## config.mk

```make
export PLATFORM = sky130hd
export DESIGN_NAME = apb4_master_q
export DESIGN_NICKNAME = d
export VERILOG_FILES = /design/src/rtl/apb_pkg.sv /design/src/rtl/sync_fifo.sv /design/src/rtl/apb4_master_q.sv
export SDC_FILE = /design/constraint.sdc
export NUM_CORES = 1
export LEC_CHECK = 0
export ABC_CLOCK_PERIOD_IN_PS = 10400
export BUFFER_PORTS_ARGS = -buffer_cell sky130_fd_sc_hd__buf_4
export CAP_MARGIN = 20
export CELL_PAD_IN_SITES_DETAIL_PLACEMENT = 1
export CELL_PAD_IN_SITES_GLOBAL_PLACEMENT = 1
export CORE_MARGIN = 2
export CORE_UTILIZATION = 51
export DETAILED_ROUTE_END_ITERATION = 6
export PLACE_DENSITY_LB_ADDON = 0.12
export RECOVER_POWER = 50
export SKIP_CTS_REPAIR_TIMING = 1
export SLEW_MARGIN = 20
export SYNTH_ARGS = -nofsm -noshare
export SYNTH_HDL_FRONTEND = slang
export SYNTH_SLANG_ARGS = --single-unit
```

## constraint.sdc

```tcl
create_clock -name i_clk -period 10.4 [get_ports i_clk]
set_input_delay 3.12 -clock i_clk [delete_from_list [all_inputs] [get_ports i_clk]]
set_output_delay 3.12 -clock i_clk [all_outputs]
set_load 0.005 [all_outputs]
```

## src/rtl/apb_pkg.sv

```systemverilog
// Shared types for the queued APB4 requester: FSM states, queued command and response records.
// Record fields are sized for the widest APB4 bus (32-bit address/data); narrower instances leave upper bits unused.
package apb_pkg;

  localparam int APB_ADDR_MAX = 32;
  localparam int APB_DATA_MAX = 32;
  localparam int APB_STRB_MAX = APB_DATA_MAX / 8;

  typedef enum logic [1:0] {
    IDLE   = 2'd0,
    SETUP  = 2'd1,
    ACCESS = 2'd2
  } state_t;

  typedef struct packed {
    logic [APB_DATA_MAX-1:0] rdata;
    logic                    slverr;
    logic                    timeout;
  } rsp_t;

  typedef struct packed {
    logic [APB_ADDR_MAX-1:0] addr;
    logic                    write;
    logic [APB_DATA_MAX-1:0] wdata;
    logic [APB_STRB_MAX-1:0] strb;
    logic [2:0]              prot;
  } cmd_t;

endpackage

```

## src/rtl/sync_fifo.sv

```systemverilog
// Synchronous first-word-fall-through FIFO; head is valid whenever empty is low.
// Push is ignored when full, pop is ignored when empty; simultaneous push and pop leave level unchanged.
module sync_fifo #(
  parameter int WIDTH = 8,
  parameter int DEPTH = 4
) (
  input  logic                     clk,
  input  logic                     reset,
  input  logic                     push,
  input  logic [WIDTH-1:0]         data_in,
  input  logic                     pop,
  output logic [WIDTH-1:0]         head,
  output logic                     full,
  output logic                     empty,
  output logic [$clog2(DEPTH):0]   level
);

  localparam int AW = $clog2(DEPTH);
  localparam int LW = AW + 1;

  logic [WIDTH-1:0] mem [DEPTH];
  logic [AW-1:0]    wr_ptr;
  logic [AW-1:0]    rd_ptr;
  logic             do_push;
  logic             do_pop;

  assign do_push = push && !full;
  assign do_pop  = pop && !empty;
  assign full    = (level == LW'(DEPTH));
  assign empty   = (level == '0);
  assign head    = mem[rd_ptr];

  always_ff @(posedge clk) begin
    if (reset) begin
      wr_ptr <= '0;
      rd_ptr <= '0;
      level  <= '0;
    end else begin
      if (do_push) wr_ptr <= wr_ptr + AW'(1);
      if (do_pop)  rd_ptr <= rd_ptr + AW'(1);
      level <= level + LW'(do_push) - LW'(do_pop);
    end
  end

  // Storage needs no reset: entries are only read after being written.
  always_ff @(posedge clk) begin
    if (do_push) mem[wr_ptr] <= data_in;
  end

endmodule

```

## src/rtl/apb4_master_q.sv

```systemverilog
// Queued APB4 requester: commands wait in a FWFT queue, run back-to-back on APB, return as one-cycle response pulses.
// Zero-wait latency 3 cycles from acceptance, +1 per wait state; o_cmd_ready = !full, responses cannot be stalled.
module apb4_master_q
  import apb_pkg::*;
#(
  parameter int ADDR_W  = 32,
  parameter int DATA_W  = 32,
  parameter int DEPTH   = 4,
  parameter int TIMEOUT = 16
) (
  input  logic                    i_clk,
  input  logic                    i_reset,
  input  logic                    i_cmd_valid,
  output logic                    o_cmd_ready,
  input  logic [ADDR_W-1:0]       i_cmd_addr,
  input  logic                    i_cmd_write,
  input  logic [DATA_W-1:0]       i_cmd_wdata,
  input  logic [DATA_W/8-1:0]     i_cmd_strb,
  input  logic [2:0]              i_cmd_prot,
  output logic                    o_rsp_valid,
  output logic [DATA_W-1:0]       o_rsp_rdata,
  output logic                    o_rsp_slverr,
  output logic                    o_rsp_timeout,
  output logic [$clog2(DEPTH):0]  o_level,
  output logic                    o_busy,
  output logic [ADDR_W-1:0]       PADDR,
  output logic                    PWRITE,
  output logic [DATA_W-1:0]       PWDATA,
  output logic [DATA_W/8-1:0]     PSTRB,
  output logic [2:0]              PPROT,
  output logic                    PSELx,
  output logic                    PENABLE,
  input  logic [DATA_W-1:0]       PRDATA,
  input  logic                    PREADY,
  input  logic                    PSLVERR
);

  localparam int STRB_W = DATA_W / 8;
  localparam int WD_W   = $clog2(TIMEOUT + 2);

  cmd_t              cmd_in;
  cmd_t              head;
  logic              fifo_full;
  logic              fifo_empty;
  logic              pop;
  state_t            state;
  logic [WD_W-1:0]   wd_cnt;
  logic [WD_W-1:0]   wd_next;
  logic              timeout_hit;
  logic              rsp_valid;
  rsp_t              rsp;
  logic [ADDR_W-1:0] head_addr;
  logic [DATA_W-1:0] head_wdata;
  logic [STRB_W-1:0] head_strb;

  always_comb begin
    cmd_in       = '0;
    cmd_in.addr  = APB_ADDR_MAX'(i_cmd_addr);
    cmd_in.write = i_cmd_write;
    cmd_in.wdata = APB_DATA_MAX'(i_cmd_wdata);
    cmd_in.strb  = APB_STRB_MAX'(i_cmd_strb);
    cmd_in.prot  = i_cmd_prot;
  end

  // The head is loaded from IDLE or straight out of a completing ACCESS, never after an abort.
  assign pop = !fifo_empty && ((state == IDLE) || ((state == ACCESS) && PREADY));

  sync_fifo #(
    .WIDTH ($bits(cmd_t)),
    .DEPTH (DEPTH)
  ) u_cmd_q (
    .clk     (i_clk),
    .reset   (i_reset),
    .push    (i_cmd_valid),
    .data_in (cmd_in),
    .pop     (pop),
    .head    (head),
    .full    (fifo_full),
    .empty   (fifo_empty),
    .level   (o_level)
  );

  assign head_addr   = head.addr[ADDR_W-1:0];
  assign head_wdata  = head.wdata[DATA_W-1:0];
  assign head_strb   = head.write ? head.strb[STRB_W-1:0] : '0;
  assign wd_next     = wd_cnt + WD_W'(1);
  assign timeout_hit = (TIMEOUT != 0) && (wd_next == WD_W'(TIMEOUT));

  always_ff @(posedge i_clk) begin
    if (i_reset) begin
      state     <= IDLE;
      PSELx     <= 1'b0;
      PENABLE   <= 1'b0;
      PADDR     <= '0;
      PWRITE    <= 1'b0;
      PWDATA    <= '0;
      PSTRB     <= '0;
      PPROT     <= '0;
      wd_cnt    <= '0;
      rsp_valid <= 1'b0;
      rsp       <= '0;
    end else begin
      rsp_valid <= 1'b0;
      rsp       <= '0;
      case (state)
        IDLE: begin
          if (!fifo_empty) begin
            PADDR   <= head_addr;
            PWRITE  <= head.write;
            PWDATA  <= head_wdata;
            PSTRB   <= head_strb;
            PPROT   <= head.prot;
            PSELx   <= 1'b1;
            PENABLE <= 1'b0;
            state   <= SETUP;
          end
        end
        SETUP: begin
          PENABLE <= 1'b1;
          wd_cnt  <= '0;
          state   <= ACCESS;
        end
        ACCESS: begin
          // A ready slave wins over the watchdog on the boundary cycle.
          if (PREADY) begin
            rsp_valid  <= 1'b1;
            rsp.rdata  <= PWRITE ? '0 : APB_DATA_MAX'(PRDATA);
            rsp.slverr <= PSLVERR;
            PENABLE    <= 1'b0;
            if (!fifo_empty) begin
              PADDR  <= head_addr;
              PWRITE <= head.write;
              PWDATA <= head_wdata;
              PSTRB  <= head_strb;
              PPROT  <= head.prot;
              state  <= SETUP;
            end else begin
              PSELx <= 1'b0;
              state <= IDLE;
            end
          end else begin
            if (TIMEOUT != 0) wd_cnt <= wd_next;
            if (timeout_hit) begin
              rsp_valid   <= 1'b1;
              rsp.slverr  <= 1'b1;
              rsp.timeout <= 1'b1;
              PSELx       <= 1'b0;
              PENABLE     <= 1'b0;
              state       <= IDLE;
            end
          end
        end
        default: begin
          PSELx   <= 1'b0;
          PENABLE <= 1'b0;
          state   <= IDLE;
        end
      endcase
    end
  end

  assign o_cmd_ready   = !fifo_full;
  assign o_busy        = (state != IDLE);
  assign o_rsp_valid   = rsp_valid;
  assign o_rsp_rdata   = rsp.rdata[DATA_W-1:0];
  assign o_rsp_slverr  = rsp.slverr;
  assign o_rsp_timeout = rsp.timeout;

endmodule

```

==> results of run 1 <==
## registers in the layout, summed over array words and instances (netlist names), named ones only
signal,flops
o_rsp_slverr,1
o_rsp_valid,1
PWRITE,1
PPROT,3
PENABLE,1
u_cmd_q.mem,288
wd_cnt,5
o_rsp_rdata,32
u_cmd_q.level,3
o_rsp_timeout,1
PSELx,1
PADDR,32
u_cmd_q.rd_ptr,2
u_cmd_q.wr_ptr,2
PWDATA,32
PSTRB,4
state,1
## metrics by stage
| stage | std cells | setup WS (ns) | utilization [%] | hold slack (ns) | instance area, sq um |
|---|---|---|---|---|---|
| after floorplan | 876 | 4.72 | - | 0.453 | 14800 |
| after global placement | 1442 | 4.10 | 58.6 | 0.442 | 16800 |
| final | 1523 | 3.59 | 62.2 | 0.454 | 17800 |
| after CTS | 1522 | 4.56 | 63.4 | 0.457 | 18100 |
| after detailed placement | 1442 | 4.01 | 58.6 | 0.449 | 16800 |
| after global routing | 1522 | 3.22 | 62.2 | 0.480 | 17800 |
## layout make-up
class,count,share of cell area (%)
flip-flops and latches,412,62.6
multi-input cells,405,19.0
repair buffers,231,7.82
clock buffers,59,6.79
well taps,384,2.70
clock inverters,21,0.893
inverters,10,0.211
diodes,1,0.0141
## logic make-up after synthesis
family	Yosys count	share of synthesized area, %
DFF	412	75.2
and+or+nand+nor	223	7.00
AOI/OAI and AO/OA	96	3.76
muxes	74	11.1
buffers and inverters	59	2.04
adders and majority gates	8	0.727
xor gates and xnor gates	4	0.237
## path summary, 6_finish.rpt
kind                    startpoint                 end  slack [ns]
hold reg to reg         PWDATA[25]          PWDATA[25]        0.45
hold / removal          PWDATA[25]          PWDATA[25]        0.45
setup / recovery           i_reset               PSELx        3.59
setup reg to reg  u_cmd_q.level[1]  u_cmd_q.mem[3][58]        6.50
## metal layers
metal  wire length, microns  GRT usage [%]  vias up  share of wire, %
met5                     30              0        -             0.094
met4                    533           5.25        4               1.7
met3                   2240           5.40       46               7.0
met2                  16400           37.4      241                51
met1                  12700           26.6     4119                40
li1                       -              -     3729                 -
## synthesized netlist by cell type (9+ instances only)
master,number,share of area (%)
nand2_2,10,0.42
a21oi_1,71,2.4
clkbuf_1,22,0.56
mux4_2,72,11
nand2_1,136,3.4
nor2_1,14,0.35
a21oi_2,10,0.59
inv_1,9,0.23
dfxtp_1,124,17
buf_2,16,0.54
edfxtp_1,288,58
and2_1,36,1.5
## worst max-delay path: stages
cell and delay, ns:
clkbuf_1 1.38, clkbuf_1 2.31, o32ai_1 0.28
## power groups by stage
stage | clock network, mW | registers (mW) | logic [mW]
4_1_cts | 1.50 | 2.22 | 1.12
6_report | 1.47 | 2.22 | 1.07
3_5_place_dp | 0 | 2.26 | 1.11
5_1_grt | 1.56 | 2.25 | 1.18
3_3_place_gp | 0 | 2.24 | 1.07
2_1_floorplan | 0 | 2.16 | 0.749
==> run metrics, run 1 <==
largest net degree at the start of global routing=77; Crit Path Max Fanout=53; FF+latch count, synth=412; filler cell count=2,607; nets=1,221; Die Wd=174 microns; first drt pass iteration count=4; share of cells above drive strength 1=26.7%; minimum clock period=6.81 ns; slew at the pin closest to its max-slew limit=3.13 ns; Hold Path Depth=2; worst vdd ir=0.166 mV; Post-DRT Antenna Nets=0; leakage=6.14 nW; final WL=32,000 microns; clk_skew=0.0163 ns; total chip power=4.76 mW; dpl hpwl=18,500 microns; Comb pwr share=22.5%; EDFF count, synth=288; WS Path Type=in -> reg; Core Rows=62; hold crit path type=reg -> reg; Worst EP arrival=7.09 ns; Hold Violations, Final=0; WL per Instance=21.0 microns; Cell Area, Synth=14,800 sq um; most frequent cells in the layout=edfxtp_1, nand2_1, dfxtp_1; IO Pins=223; Synth Warn #=0; die area=30,400 sq um; most common cell after layout, fill and taps aside=edfxtp_1; Die Y=174 microns; Net Sw Frac=28.5%; drt initial violations=367; post-synthesis sequential area ratio=75.2%; Syn Inst Count=876; Mapped Nets=993; async set-or-reset flop fraction in the synthesized netlist=0%; CTS max path bufs=3; startpoint types=primary input; routability cong.=0.716; post-DR vias/cell=5.34; initial antenna violation count=2; Clk Latency, worst-skew pair=0.53 ns; register area=11,100 sq um; core footprint=28,600 sq um; Root Buffer=clkbuf_16; status=finished with violations; top_reg_cell synth=edfxtp_1; f_max=0.147 GHz; final setup fails=0; Slew Limit Fails=134; residual DRC count=0; Avg Synthesized Cell Area=16.9 sq um; Pint=3.40 mW; Period Utilization, post-route=65.5%; number of global-route vias before repair=8,993; CTS sink cnt=412; Reg clk slew, reported paths=0.06 ns; Total GRT Usage=21.3%; Synth cell types=42; Setup crit end kind=flop; worst r2r path cells=4; CTS tree=yes; RSZ-0062 raised after global routing=false; Clk pwr share=30.9%; first-pass GRT wire length=50,100 microns; gr ovfl total=0; IO buf count=222; via count=8,139; part of the power in registers=46.6%; Cell Pwr Density=267 nW/um^2; worst path required time=10.68 ns; H-Tree Depth=2; footprint of the multi-input gates=3380 sq um; initial core utilization=51.7%; Layout area overhead=20.2%; TritonCTS buffer count=44; relative max-transition margin=-109%; reported max-cap violation count=4; violated checks=capacitance limit, slew limit; post-route setup TNS=0 ns; switching power of the nets=1.36 mW
(Power assumes the default switching activity.)
==> run 2, diff against run 1 <==
--- a/config.mk
+++ b/config.mk
@@ -5,13 +5,13 @@
 export SDC_FILE = /design/constraint.sdc
 export NUM_CORES = 1
 export LEC_CHECK = 0
-export ABC_CLOCK_PERIOD_IN_PS = 10400
+export ABC_CLOCK_PERIOD_IN_PS = 6100
 export BUFFER_PORTS_ARGS = -buffer_cell sky130_fd_sc_hd__buf_4
 export CAP_MARGIN = 20
 export CELL_PAD_IN_SITES_DETAIL_PLACEMENT = 1
 export CELL_PAD_IN_SITES_GLOBAL_PLACEMENT = 1
 export CORE_MARGIN = 2
-export CORE_UTILIZATION = 51
+export CORE_UTILIZATION = 43
 export DETAILED_ROUTE_END_ITERATION = 6
 export PLACE_DENSITY_LB_ADDON = 0.12
 export RECOVER_POWER = 50
==> constraint.sdc (replaced) <==
create_clock -name i_clk -period 6.1 [get_ports i_clk]
set_input_delay 1.83 -clock i_clk [delete_from_list [all_inputs] [get_ports i_clk]]
set_output_delay 1.83 -clock i_clk [all_outputs]
set_load 0.005 [all_outputs]
==> run 2 against run 1 <==
The flow still finishes with violations (capacitance limit, slew limit). Flip-flop and latch count unchanged. Global-route usage down 3.2 points. Final cell count up 4.3%. Setup slack worse by 1.6 ns. Non-clock buffer count up 5. Critical path depth up 3. Sequential share of layout area down 0.72 points. Count of clock-buffer cells in the layout up 7. Clock power up 78%. Critical path type unchanged. Largest cell class unchanged. Highest routed layer is now met4.
==> run metrics, run 2 (synthesis gave the netlist of run 1 again) <==
initial antenna violation count=0 (-2); die area=35,900 sq um (+18%); Die Y=190 microns (+8.7%); Worst path top cell family by delay=buffers and inverters; f_max=0.241 GHz; Slew Limit Fails=110 (-18%); most frequent cells in the layout=edfxtp_1, nand2_1, dfxtp_1; Layout area overhead=21.6%; Final WS setup=1.95 ns (-1.65 ns); Crit path depth=6 (+3); most common cell after layout, fill and taps aside=edfxtp_1; post-route insts no fill=1,589 (+4.3%); Clk Latency, worst-skew pair=0.53 ns (about the same); post-route setup TNS=0 ns (unchanged); H-Tree Depth=2 (unchanged); Core Rows=67 (+8.1%); CP Buf/Inv Count=2 (unchanged); Worst EP arrival=4.57 ns (-2.52 ns); worst vdd ir=0.289 mV (+74%); hold crit path type=reg -> reg; Period Utilization, post-route=68.1%; IO Pins=223 (unchanged); Reg clk slew, reported paths=0.06 ns (about the same); Comb pwr share=22.6% (about the same); Root Buffer=clkbuf_16; CTS max path bufs=3 (unchanged); WS Path Type=in -> reg; initial core utilization=43.9% (-7.8 points); worst r2r path cells=9 (+5); slowest cell delay on critical path=0.92 ns (-1.39 ns); IO buf count=222 (unchanged); CTS sink cnt=412 (unchanged); Hold Violations, Final=0 (unchanged); placed insts=1,511 (+4.8%); Setup crit end kind=flop; RSZ-0062 raised after global routing=false; CP cell instances=clkbuf_1 -> nor2b_1 -> or3_4 -> clkbuf_2 -> or3_1 -> a21oi_1; number of global-route vias before repair=8,624 (-4.1%); CTS tree=yes; switching power of the nets=2.28 mW (+68%); Net Sw Frac=27.7% (-0.77 points); first drt pass iteration count=5 (+1); first-pass GRT wire length=49,900 microns (-0.33%); Pint=5.94 mW (+75%); routability cong.=0.698 (-2.6%); Die Wd=190 microns (+8.7%); core footprint=33,700 sq um (+18%); Util after Layout=53.4% (-8.8 points); via count=8,107 (-0.39%); largest net degree at the start of global routing=76 (-1.3%); Clk pwr share=31.9% (+1.0 points); CP max stage cell=clkbuf_2; Hold Path Depth=2 (unchanged); Ant. Diodes=0 (-1); worst path required time=6.51 ns (-4.17 ns); Biggest register=u_cmd_q.mem; Crit Path Max Fanout=75 (+42%); nets=1,225 (+0.33%); Setup WS pre-CTS=1.79 ns (-2.21 ns); gr ovfl total=0 (unchanged); share of cells above drive strength 1=27.8% (+1.1 points); drt initial violations=371 (+1.1%); minimum clock period=4.15 ns; final WL=32,400 microns (+1.4%); Post-DRT Antenna Nets=0 (unchanged); reported max-cap violation count=2 (-2); final setup fails=0 (unchanged); status=finished with violations; Placed Area=16,900 sq um (+0.71%); Largest register FFs=288 (unchanged); violated checks=capacitance limit, slew limit; post-route cell area=18,000 sq um (+1.2%); leakage=6.21 nW (+1.1%); startpoint types=primary input; relative max-transition margin=-15.7% (+93 points); clk_skew=0.0152 ns (-0.00108 ns); WL per Instance=20.4 microns (-2.9%); Cell Pwr Density=457 nW/um^2 (+71%); part of the power in registers=45.5% (-1.1 points); Total GRT Usage=18.1% (-3.2 points); TritonCTS buffer count=43 (-2.3%); residual DRC count=0 (unchanged); slew at the pin closest to its max-slew limit=1.74 ns (-1.40 ns); dpl hpwl=19,900 microns (+7.5%); post-DR vias/cell=5.10 (-4.5%)
run 2: power by group through the flow:
stage,Sequential [mW],Combinational [mW],Clock [mW]
after global placement,3.79,1.92,0
after global routing,3.81,2.07,2.79
after floorplan,3.69,1.28,0
after CTS,3.76,1.95,2.68
final,3.74,1.86,2.62
after detailed placement,3.81,1.94,0
run 2: worst paths after layout:
| path | start | endpoint | slack [ns] |
|---|---|---|---|
| max | PREADY | flop | 1.95 |
| min reg2reg | PADDR[9] | PADDR[9] | 0.45 |
| max reg2reg | PENABLE | u_cmd_q.level[2] | 2.91 |
| min | PADDR[9] | PADDR[9] | 0.45 |
run 2: layer usage:
| metal | up-vias | wire length (microns) | GRT usage [%] |
|---|---|---|---|
| li1 | 3731 | - | - |
| met1 | 4099 | 14400 | 24.7 |
| met2 | 235 | 15600 | 30.3 |
| met3 | 42 | 1840 | 3.14 |
| met4 | 0 | 606 | 4.89 |
| met5 | - | 0 | 0 |
run 2: final cells by class:
class                           instances  area [sq um]
Multi-Input combinational cell        405          3380
Timing Repair Buffer                  236          1460
Fill cell                            3307         15700
Tap cell                              448           561
Clock buffer                           66          1240
Clock inverter                         12           188
Inverter                               10          38.8
Sequential cell                       412         11100
run 2: metrics by stage:
step / power (mW) / hold slack, ns
global route: 8.67 / 0.476
global placement: 5.71 / 0.444
CTS: 8.39 / 0.457
finish: 8.22 / 0.453
detailed placement: 5.75 / 0.449
floorplan: 4.97 / 0.453
run 2: tightest hold or removal path, cell delays in order, from the launching register on:
cell and delay [ns]:
dfxtp_1 0.30, nand2_1 0.05, a21oi_1 0.05
==> run 3, diff against run 2 <==
--- a/config.mk
+++ b/config.mk
@@ -5,13 +5,14 @@
 export SDC_FILE = /design/constraint.sdc
 export NUM_CORES = 1
 export LEC_CHECK = 0
-export ABC_CLOCK_PERIOD_IN_PS = 6100
+export ABC_AREA = 1
+export ABC_CLOCK_PERIOD_IN_PS = 3900
 export BUFFER_PORTS_ARGS = -buffer_cell sky130_fd_sc_hd__buf_4
 export CAP_MARGIN = 20
 export CELL_PAD_IN_SITES_DETAIL_PLACEMENT = 1
 export CELL_PAD_IN_SITES_GLOBAL_PLACEMENT = 1
 export CORE_MARGIN = 2
-export CORE_UTILIZATION = 43
+export CORE_UTILIZATION = 45
 export DETAILED_ROUTE_END_ITERATION = 6
 export PLACE_DENSITY_LB_ADDON = 0.12
 export RECOVER_POWER = 50
==> constraint.sdc (replaced) <==
create_clock -name i_clk -period 3.9 [get_ports i_clk]
set_input_delay 1.17 -clock i_clk [delete_from_list [all_inputs] [get_ports i_clk]]
set_output_delay 1.17 -clock i_clk [all_outputs]
set_load 0.005 [all_outputs]
==> run 3 against run 2 <==
The run still ends with capacitance limit, slew limit left. Highest routed layer is now met5. Critical path depth unchanged. Synthesized cell count up 41%. Global-route usage up 2.3 points. Sequential power up 53%. First-iteration DRC count up 42%. Via count up 22%. Largest power group unchanged. Total power up 57%.
==> run metrics, run 3 <==
status=finished with violations; violated checks=capacitance limit, slew limit; top cells by area, synth=edfxtp_1, dfxtp_1, nor2_1; worst path required time=4.28 ns (-2.23 ns); Root Buffer=clkbuf_16; post-DR vias/cell=5.12 (+0.42%); RSZ-0062 raised after global routing=false; nets=1,565 (+28%); Clk pwr share=30.2% (-1.7 points); Core Rows=67 (unchanged); WL per Instance=18.7 microns (-8.2%); Cell Pwr Density=704 nW/um^2 (+54%); Die Y=188 microns (-1.1%); most frequent cells in the layout=nor2_1, edfxtp_1, buf_4; routability cong.=0.726 (+4.0%); worst vdd ir=0.577 mV (+99%); number of global-route vias before repair=10,232 (+19%); filler cell count=3,502 (+5.9%); footprint of the multi-input gates=3410 sq um (+0.74%); Slew Limit Fails=68 (-38%); final setup fails=0 (unchanged); switching power of the nets=4.00 mW (+75%); CP cell instances=buf_4 -> nor3_1 -> clkinv_1 -> or2_1 -> clkbuf_1 -> nor2_4; CTS sink cnt=412 (unchanged); CTS max path bufs=3 (unchanged); gr ovfl total=0 (unchanged); initial core utilization=45.4% (+1.5 points); TritonCTS buffer count=43 (unchanged); top_reg_cell synth=edfxtp_1; minimum clock period=3.12 ns; die area=35,200 sq um (-2.1%); Largest register FFs=288 (unchanged); Pint=8.87 mW (+49%); H-Tree Depth=2 (unchanged); clk_skew=0.0137 ns (-0.00151 ns); Comb pwr share=25.2% (+2.6 points); Syn Inst Count=1,236 (+41%); most common cell after layout, fill and taps aside=nor2_1; Biggest register=u_cmd_q.mem; top-count cell post-synth=nor2_1; Reg clk slew, reported paths=0.06 ns (about the same); initial antenna violation count=4 (+4); EDFF count, synth=288 (unchanged); leakage=6.70 nW (+8.0%); Synth Warn #=0 (unchanged); Hold Violations, Final=0 (unchanged); drt initial violations=526 (+42%); residual DRC count=0 (unchanged); part of the power in registers=44.6% (-0.9 points); share of the synthesized area in the top cell type=57.0% (-1.4 points); Post-DRT Antenna Nets=0 (unchanged); share of cells above drive strength 1=17.8% (-10 points); Avg Synthesized Cell Area=12.3 sq um (-27%); post-synthesis sequential area ratio=73.4% (-1.8 points); largest net degree at the start of global routing=136 (+79%); FF+latch count, synth=412 (unchanged); Worst EP arrival=3.50 ns (-1.07 ns); CP max stage cell=or2_1; CTS tree=yes; Synth area leader=edfxtp_1; Clk Latency, worst-skew pair=0.53 ns (about the same); Mapped Nets=1,353 (+36%); Layout area overhead=20.6%; final WL=36,100 microns (+11%); Period Utilization, post-route=80.0%; Min Hold Slack=0.473 ns (+0.0196 ns); IO buf count=222 (unchanged); Total GRT Usage=20.4% (+2.3 points); register area=11,100 sq um (unchanged); Die Wd=188 microns (-1.1%); Util after Layout=54.8% (+1.4 points); first drt pass iteration count=4 (-1); Cell Area, Synth=15,200 sq um (+2.4%); slowest cell delay on critical path=1.17 ns (+0.25 ns); Setup crit end kind=flop; async set-or-reset flop fraction in the synthesized netlist=0% (unchanged); Net Sw Frac=31.1% (+3.3 points); f_max=0.321 GHz; core footprint=33,400 sq um (-0.99%); via count=9,878 (+22%); startpoint types=primary input; first-pass GRT wire length=56,600 microns (+13%); dpl hpwl=20,300 microns (+2.3%); WS Path Type=in -> reg; reported max-cap violation count=2 (unchanged); Crit Path Max Fanout=19 (-75%); slew at the pin closest to its max-slew limit=1.60 ns (-0.141 ns); relative max-transition margin=-6.34% (+9.4 points); IO Pins=223 (unchanged); commonest cells in the netlist=nor2_1, edfxtp_1, o21ai_0; hold crit path type=reg -> reg; Synth cell types=31 (-26%)
## run 3: changes by cell type after synthesis, sizes merged, moves of 36 or more
cell and change:
mux4 -72, and2 -36, inv +53, o21ai +216, nand2 -116, a21oi -63, nor2 +308, a31oi +67
## run 3: cell type report
| cell class | count | share of cell area (%) |
|---|---|---|
| flip-flops and latches | 412 | 60.9 |
| multi-input cells | 686 | 18.6 |
| repair buffers | 241 | 8.68 |
| clock buffers | 65 | 6.77 |
| well taps | 448 | 3.07 |
| inverters | 64 | 1.34 |
| clock inverters | 11 | 0.575 |
| diodes | 1 | 0.0137 |
## run 3: critical path, delay by kind of cell
family	cells	cell delay (ns)
and+or+nand+nor	3	1.26
buffers and inverters	3	1.05
## run 3: metal layers
metal  up-vias  global-route usage [%]  share of wire (%)
met4         6                    5.48                2.2
li1       4746                       -                  -
met3        57                    4.14                4.8
met5         -                       0               0.12
met1      4846                    25.2                 43
met2       223                    36.6                 50
## run 3: cells by family (layout without fill, tap and decap cells)
family	count (synthesis)	in the layout	synth area share (%)
flip-flops	412	412	73.4
XOR/XNOR	1	1	0.0578
other	0	1	0
buffers and inverters	138	381	4.11
AO/OA/AOI/OAI	308	308	10.8
adder cells (fa/ha/maj)	8	8	0.710
AND/OR/NAND/NOR	369	369	10.9
## run 3: through the flow
stage	power, mW	setup TNS, ns	std cells	instance area (sq um)	setup WS, ns
2_1_floorplan	7.78	-273.00	1236	15200	-0.948
3_3_place_gp	9.06	0	1850	17300	0.939
3_5_place_dp	9.18	0	1850	17300	0.879
4_1_cts	13.1	0	1926	18600	1.30
5_1_grt	13.7	0	1928	18300	0.619
6_report	12.9	0	1928	18300	0.782
## run 3: path summary, 6_finish.rpt
kind                                from               to  slack [ns]  cells after the start
worst min register to register  PSTRB[1]         PSTRB[1]        0.47                      2
worst min-delay path            PSTRB[1]         PSTRB[1]        0.47                      2
worst max register to register  state[0]  o_rsp_rdata[21]        1.13                      7
worst max-delay path             i_reset  o_rsp_rdata[21]        0.78                      6
## run 3: power by group through the flow
stage          Combinational [mW]  Sequential, mW  Clock, mW
3_5_place_dp                 3.35            5.83          0
5_1_grt                      3.70            5.81       4.16
4_1_cts                      3.37            5.75       3.99
3_3_place_gp                 3.25            5.81          0
2_1_floorplan                2.05            5.74          0
6_report                     3.25            5.74       3.88
